`src/rtl/alu_op_scheduler.sv`:
```
// Round-robin scheduler sharing one alu_db between two requesters, with a valid/ready response.
// Define ALU_SCHED_PERF_EN to build the saturating completed-response counter on op_count.
module alu_op_scheduler #(
  parameter int unsigned WAIT_CYC = 2
) (
  input  logic        clk,
  input  logic        rst_n,
  input  logic        req0_valid,
  output logic        req0_ready,
  input  logic [3:0]  req0_op,
  input  logic [9:0]  req0_opnd,
  input  logic        req1_valid,
  output logic        req1_ready,
  input  logic [3:0]  req1_op,
  input  logic [9:0]  req1_opnd,
  output logic        alu_a,
  output logic        alu_b,
  output logic        alu_c,
  output logic        alu_d,
  output logic        alu_s0,
  output logic        alu_s1,
  output logic [1:0]  alu_m1,
  output logic [1:0]  alu_m2,
  input  logic [12:0] alu_flags,
  input  logic [3:0]  alu_product,
  input  logic [3:0]  alu_decoder,
  output logic        rsp_valid,
  input  logic        rsp_ready,
  output logic        rsp_id,
  output logic [3:0]  rsp_data,
  output logic        rsp_err,
  output logic [15:0] op_count
);

  localparam int unsigned OP_W   = 4;
  localparam int unsigned OPND_W = 10;
  localparam int unsigned DATA_W = 4;
  localparam int unsigned CNT_W  = $clog2(WAIT_CYC);

  localparam logic [1:0] S_IDLE = 2'd0;
  localparam logic [1:0] S_WAIT = 2'd1;
  localparam logic [1:0] S_RESP = 2'd2;

  localparam logic [OP_W-1:0] OP_LAST_FLAG = 4'd12;
  localparam logic [OP_W-1:0] OP_PRODUCT   = 4'd13;
  localparam logic [OP_W-1:0] OP_DECODER   = 4'd14;
  localparam logic [OP_W-1:0] OP_ILLEGAL   = 4'd15;

  logic [1:0]        state_q, state_d;
  logic [CNT_W-1:0]  cnt_q, cnt_d;
  logic              last_grant_q, last_grant_d;
  logic [OP_W-1:0]   op_q, op_d;
  logic              id_q, id_d;
  logic [OPND_W-1:0] opnd_q, opnd_d;
  logic              rsp_valid_q, rsp_valid_d;
  logic              rsp_id_q, rsp_id_d;
  logic [DATA_W-1:0] rsp_data_q, rsp_data_d;
  logic              rsp_err_q, rsp_err_d;

  logic              idle_c;
  logic              grant0_c;
  logic              grant1_c;
  logic              accept_c;
  logic [OP_W-1:0]   sel_op_c;
  logic [OPND_W-1:0] sel_opnd_c;
  logic [DATA_W-1:0] result_c;

  // Round-robin grant: on a tie the requester not served last wins.
  assign idle_c     = (state_q == S_IDLE) && rst_n;
  assign grant0_c   = idle_c && req0_valid && (!req1_valid || last_grant_q);
  assign grant1_c   = idle_c && req1_valid && (!req0_valid || !last_grant_q);
  assign accept_c   = grant0_c || grant1_c;
  assign sel_op_c   = grant1_c ? req1_op : req0_op;
  assign sel_opnd_c = grant1_c ? req1_opnd : req0_opnd;

  assign req0_ready = grant0_c;
  assign req1_ready = grant1_c;

  // Result select from the settled ALU outputs; single-bit flags zero-extended.
  always_comb begin
    result_c = '0;
    if (op_q <= OP_LAST_FLAG) begin
      result_c = {3'b000, alu_flags[op_q]};
    end else if (op_q == OP_PRODUCT) begin
      result_c = alu_product;
    end else if (op_q == OP_DECODER) begin
      result_c = alu_decoder;
    end
  end

  always_comb begin
    state_d      = state_q;
    cnt_d        = cnt_q;
    last_grant_d = last_grant_q;
    op_d         = op_q;
    id_d         = id_q;
    opnd_d       = opnd_q;
    rsp_valid_d  = rsp_valid_q;
    rsp_id_d     = rsp_id_q;
    rsp_data_d   = rsp_data_q;
    rsp_err_d    = rsp_err_q;
    case (state_q)
      S_IDLE: begin
        if (accept_c) begin
          last_grant_d = grant1_c;
          id_d         = grant1_c;
          op_d         = sel_op_c;
          // Illegal ops never touch the ALU and answer immediately.
          if (sel_op_c == OP_ILLEGAL) begin
            state_d     = S_RESP;
            rsp_valid_d = 1'b1;
            rsp_id_d    = grant1_c;
            rsp_data_d  = '0;
            rsp_err_d   = 1'b1;
          end else begin
            opnd_d  = sel_opnd_c;
            cnt_d   = CNT_W'(WAIT_CYC - 1);
            state_d = S_WAIT;
          end
        end
      end
      S_WAIT: begin
        if (cnt_q == '0) begin
          state_d     = S_RESP;
          rsp_valid_d = 1'b1;
          rsp_id_d    = id_q;
          rsp_data_d  = result_c;
          rsp_err_d   = 1'b0;
        end else begin
          cnt_d = cnt_q - CNT_W'(1);
        end
      end
      S_RESP: begin
        if (rsp_ready) begin
          state_d     = S_IDLE;
          rsp_valid_d = 1'b0;
        end
      end
      default: state_d = S_IDLE;
    endcase
  end

  always_ff @(posedge clk or negedge rst_n) begin
    if (!rst_n) begin
      state_q      <= S_IDLE;
      cnt_q        <= '0;
      last_grant_q <= 1'b1;
      op_q         <= '0;
      id_q         <= 1'b0;
      opnd_q       <= '0;
      rsp_valid_q  <= 1'b0;
      rsp_id_q     <= 1'b0;
      rsp_data_q   <= '0;
      rsp_err_q    <= 1'b0;
    end else begin
      state_q      <= state_d;
      cnt_q        <= cnt_d;
      last_grant_q <= last_grant_d;
      op_q         <= op_d;
      id_q         <= id_d;
      opnd_q       <= opnd_d;
      rsp_valid_q  <= rsp_valid_d;
      rsp_id_q     <= rsp_id_d;
      rsp_data_q   <= rsp_data_d;
      rsp_err_q    <= rsp_err_d;
    end
  end

  assign {alu_a, alu_b, alu_c, alu_d, alu_s1, alu_s0, alu_m1, alu_m2} = opnd_q;
  assign rsp_valid = rsp_valid_q;
  assign rsp_id    = rsp_id_q;
  assign rsp_data  = rsp_data_q;
  assign rsp_err   = rsp_err_q;

`ifdef ALU_SCHED_PERF_EN
  logic [15:0] op_count_q;

  // Counts every accepted response, saturating at all-ones.
  always_ff @(posedge clk or negedge rst_n) begin
    if (!rst_n) begin
      op_count_q <= '0;
    end else if (rsp_valid_q && rsp_ready && (op_count_q != 16'hFFFF)) begin
      op_count_q <= op_count_q + 16'd1;
    end
  end

  assign op_count = op_count_q;
`else
  assign op_count = 16'h0000;
`endif

endmodule

```
`config.mk`:
```
export PLATFORM = sky130hd
export DESIGN_NAME = alu_op_scheduler
export DESIGN_NICKNAME = d
export VERILOG_FILES = /design/src/rtl/alu_op_scheduler.sv
export SDC_FILE = /design/constraint.sdc
export NUM_CORES = 1
export LEC_CHECK = 0
export ABC_AREA = 1
export CORE_AREA = 2 2 70 72
export DETAILED_ROUTE_END_ITERATION = 12
export DIE_AREA = 0 0 72 74
export HOLD_SLACK_MARGIN = 0.08
export PLACE_DENSITY_LB_ADDON = 0.08
export SYNTH_ARGS = -nofsm -noshare
export SYNTH_HDL_FRONTEND = slang
export SYNTH_SLANG_ARGS = --single-unit
```
`constraint.sdc`:
```
create_clock -name clk -period 2.22 [get_ports clk]
set_input_delay 0.333 -clock clk [delete_from_list [all_inputs] [get_ports clk]]
set_output_delay 0.333 -clock clk [all_outputs]
set_load 0.02 [all_outputs]
```
==> results.ini <==
[setup_path]
cp_max_fo = 3
cp-end-kind = output port
path_cells = clkdlybuf4s50_1, buf_4, nand2_4, nor2_8, clkdlybuf4s50_1
worstSetupPathType = in -> out
critPathLaunchType = input port
crit_path_frequent_cell = clkdlybuf4s50_1
cp_slowest_cell = clkdlybuf4s50_1
required_ns = 1.89
slowest_delay_ns = 0.63
arrival_ns = 1.80

[cts]
htree_levels = 1
cts_inserted_buffers = 3
holdBufCountCts = 0
clkTransAtPathRegs_ns = 0.09
clock-root-buffer = clkbuf_8
cts_num_sinks = 26
post_cts_resized = 0
clock_path_buffers = 2
cts_tree = yes
post_cts_buffers = 0
clk_latency_ns = 0.27

[sta]
post-route-period-util = 0.959
setup_viol = 0
fin_setup_tns_ns = 0
slew_viol_final = 0
rsz0062_at_grt = false
finalHoldViolations = 0
max_freq_ghz = 0.470
fin_crit_ns = 2.13
skew_ns = 0.00212

[synth]
synth_most_common_cell = nand2_1
synth_edf_count = 0
synth_largest_area_cell = dfrtp_1
syn_inst = 215
synthArstFlopShare = 1.00
yosysSeqAreaShare = 0.368
yosys_warnings = 0
netlist_area_sq_mm = 0.00177
synth.distinct_cells = 26
synth_top_flop_cell = dfrtp_1
ys_ff_latch = 26
synthTopCellsByArea = dfrtp_1 (35%), nand2_1 (11%), buf_4 (7.2%)
netlist_top_cells_count = nand2_1 (53), dfrtp_1 (25), nand2_2 (20)
postSynthAreaPerCell_sq_um = 8.23
yosysTopAreaCellShare = 0.354

[detailed_routing]
wl_per_cell_um = 10.9
vias = 1543
first_pass_iters = 4
viasPerCell = 4.43
drt-total-wl_um = 3800
drtAntennaViolNets = 0
drc = 0
drt-initial-drc-count = 78

[worst_hold_path]
hp-class = in -> async

[global_route]
grt_max_degree = 18
grt.total_usage = 0.151
grt_pass1_wl_um = 6450
antenna_found_initial = 0
grt_overflow_total = 0
grt_pass1_vias = 1476

[die]
dieArea_sq_mm = 0.00533
die_w_um = 72
core_area_sq_mm = 0.00460
rows = 25
io_pins = 89
die_height_um = 74
start_util = 0.385

[final_layout]
area_growth_pct = 46.6
drive_above_1_share = 0.201
nets = 349
num_antenna_cells = 0
fin_util = 0.564

[power_and_ir_drop]
internal_power_uw = 1590
power_density_mw_per_mm2 = 1060
vdd_drop_max_uv = 694
power_frac_comb = 0.547
p_switching_uw = 1160
p_leak_uw = 0.00124
p_seq_frac = 0.310
p_sw_frac = 0.423
power_frac_clock = 0.142

[place]
hpwl_um = 3060
portBuffers = 72
gp_congestion = 0.754

[run_status]
run_status = completed

[job]
maxCapViolations = 0

[worst max-delay path: cells and delay by family]
kind          cells  cell delay, ns
buf+inv           3            1.29
simple gates      2            0.17
[sequential cells by signal, indices dropped and copies added (netlist names)]
| signal | flops |
|---|---|
| opnd_q | 10 |
| rsp_valid | 1 |
| last_grant_q | 1 |
| rsp_data | 4 |
| rsp_err | 1 |
| rsp_id | 1 |
| op_q | 4 |
| id_q | 1 |
| cnt_q | 1 |
| state_q | 2 |
[path summary, 6_finish.rpt]
kind	startpoint	end	slack (ns)	cells after the start
worst max-delay path	rst_n	req1_ready	0.09	5
worst min-delay path	rst_n	op_q[3]$_DFFE_PN0P_	0.42	2
worst max register to register	last_grant_q$_DFFE_PN1P_	opnd_q[0]$_DFFE_PN0P_	0.46	12
worst min register to register	rsp_data[0]$_DFFE_PN0P_	rsp_data[0]$_DFFE_PN0P_	0.48	2
max in group asynchronous	rst_n	last_grant_q$_DFFE_PN1P_	1.38	3
min in group clk	rsp_data[0]$_DFFE_PN0P_	rsp_data[0]$_DFFE_PN0P_	0.48	2
[metrics by stage]
step	hold slack, ns	total power, uW	cells	instance area [sq um]	setup WS (ns)
finish	0.419	2750	348	2590	0.0903
global route	0.425	2990	348	2590	0.0348
CTS	0.421	2800	348	2590	0.0175
detailed placement	0.459	2390	344	2520	0.0309
global placement	0.457	2390	344	2520	0.0473
floorplan	0.0374	1870	230	1830	0.645
[power by group through the flow]
stage | Clock [uW] | Sequential (uW) | Combinational, uW
detailed placement | 0 | 860 | 1530
finish | 391 | 853 | 1500
global placement | 0 | 862 | 1520
floorplan | 0 | 991 | 874
global route | 426 | 886 | 1680
CTS | 407 | 855 | 1530
[per-layer routing]
layer | global-route usage | vias up | routed length [um]
li1 | - | 807 | -
met1 | 0.186 | 676 | 1630
met2 | 0.267 | 58 | 1830
met3 | 0.0407 | 2 | 331
met4 | 0.0314 | 0 | 6
met5 | 0 | - | 0
[logic make-up after synthesis]
group           after synthesis  share of synthesized area
other cells                   1                    0.00212
simple gates                111                      0.332
flops                        26                      0.368
mux                          10                     0.0566
buf+inv                      40                      0.134
compound gates               27                      0.106
[cell type report]
cell class,count,area (sq um)
Tap cell,54,67.6
Timing Repair Buffer,79,788
Inverter,21,78.8
Multi-Input combinational cell,164,936
Fill cell,441,2000
Clock inverter,1,30.0
Sequential cell,26,652
Clock buffer,3,41.3
[cell usage in the layout, fill, tap and decap left out, drive strengths merged, types with 3 or more instances in the layout]
master         instances
clkbuf                 3
buf                    7
dfrtp                 25
inv                   21
conb                  16
mux2i                 10
nor2                  15
o21ai                 19
nand2                 78
clkdlybuf4s50         71
nand3                 12
a21oi                  5
Note: power is estimated with default switching activity, not from simulation.
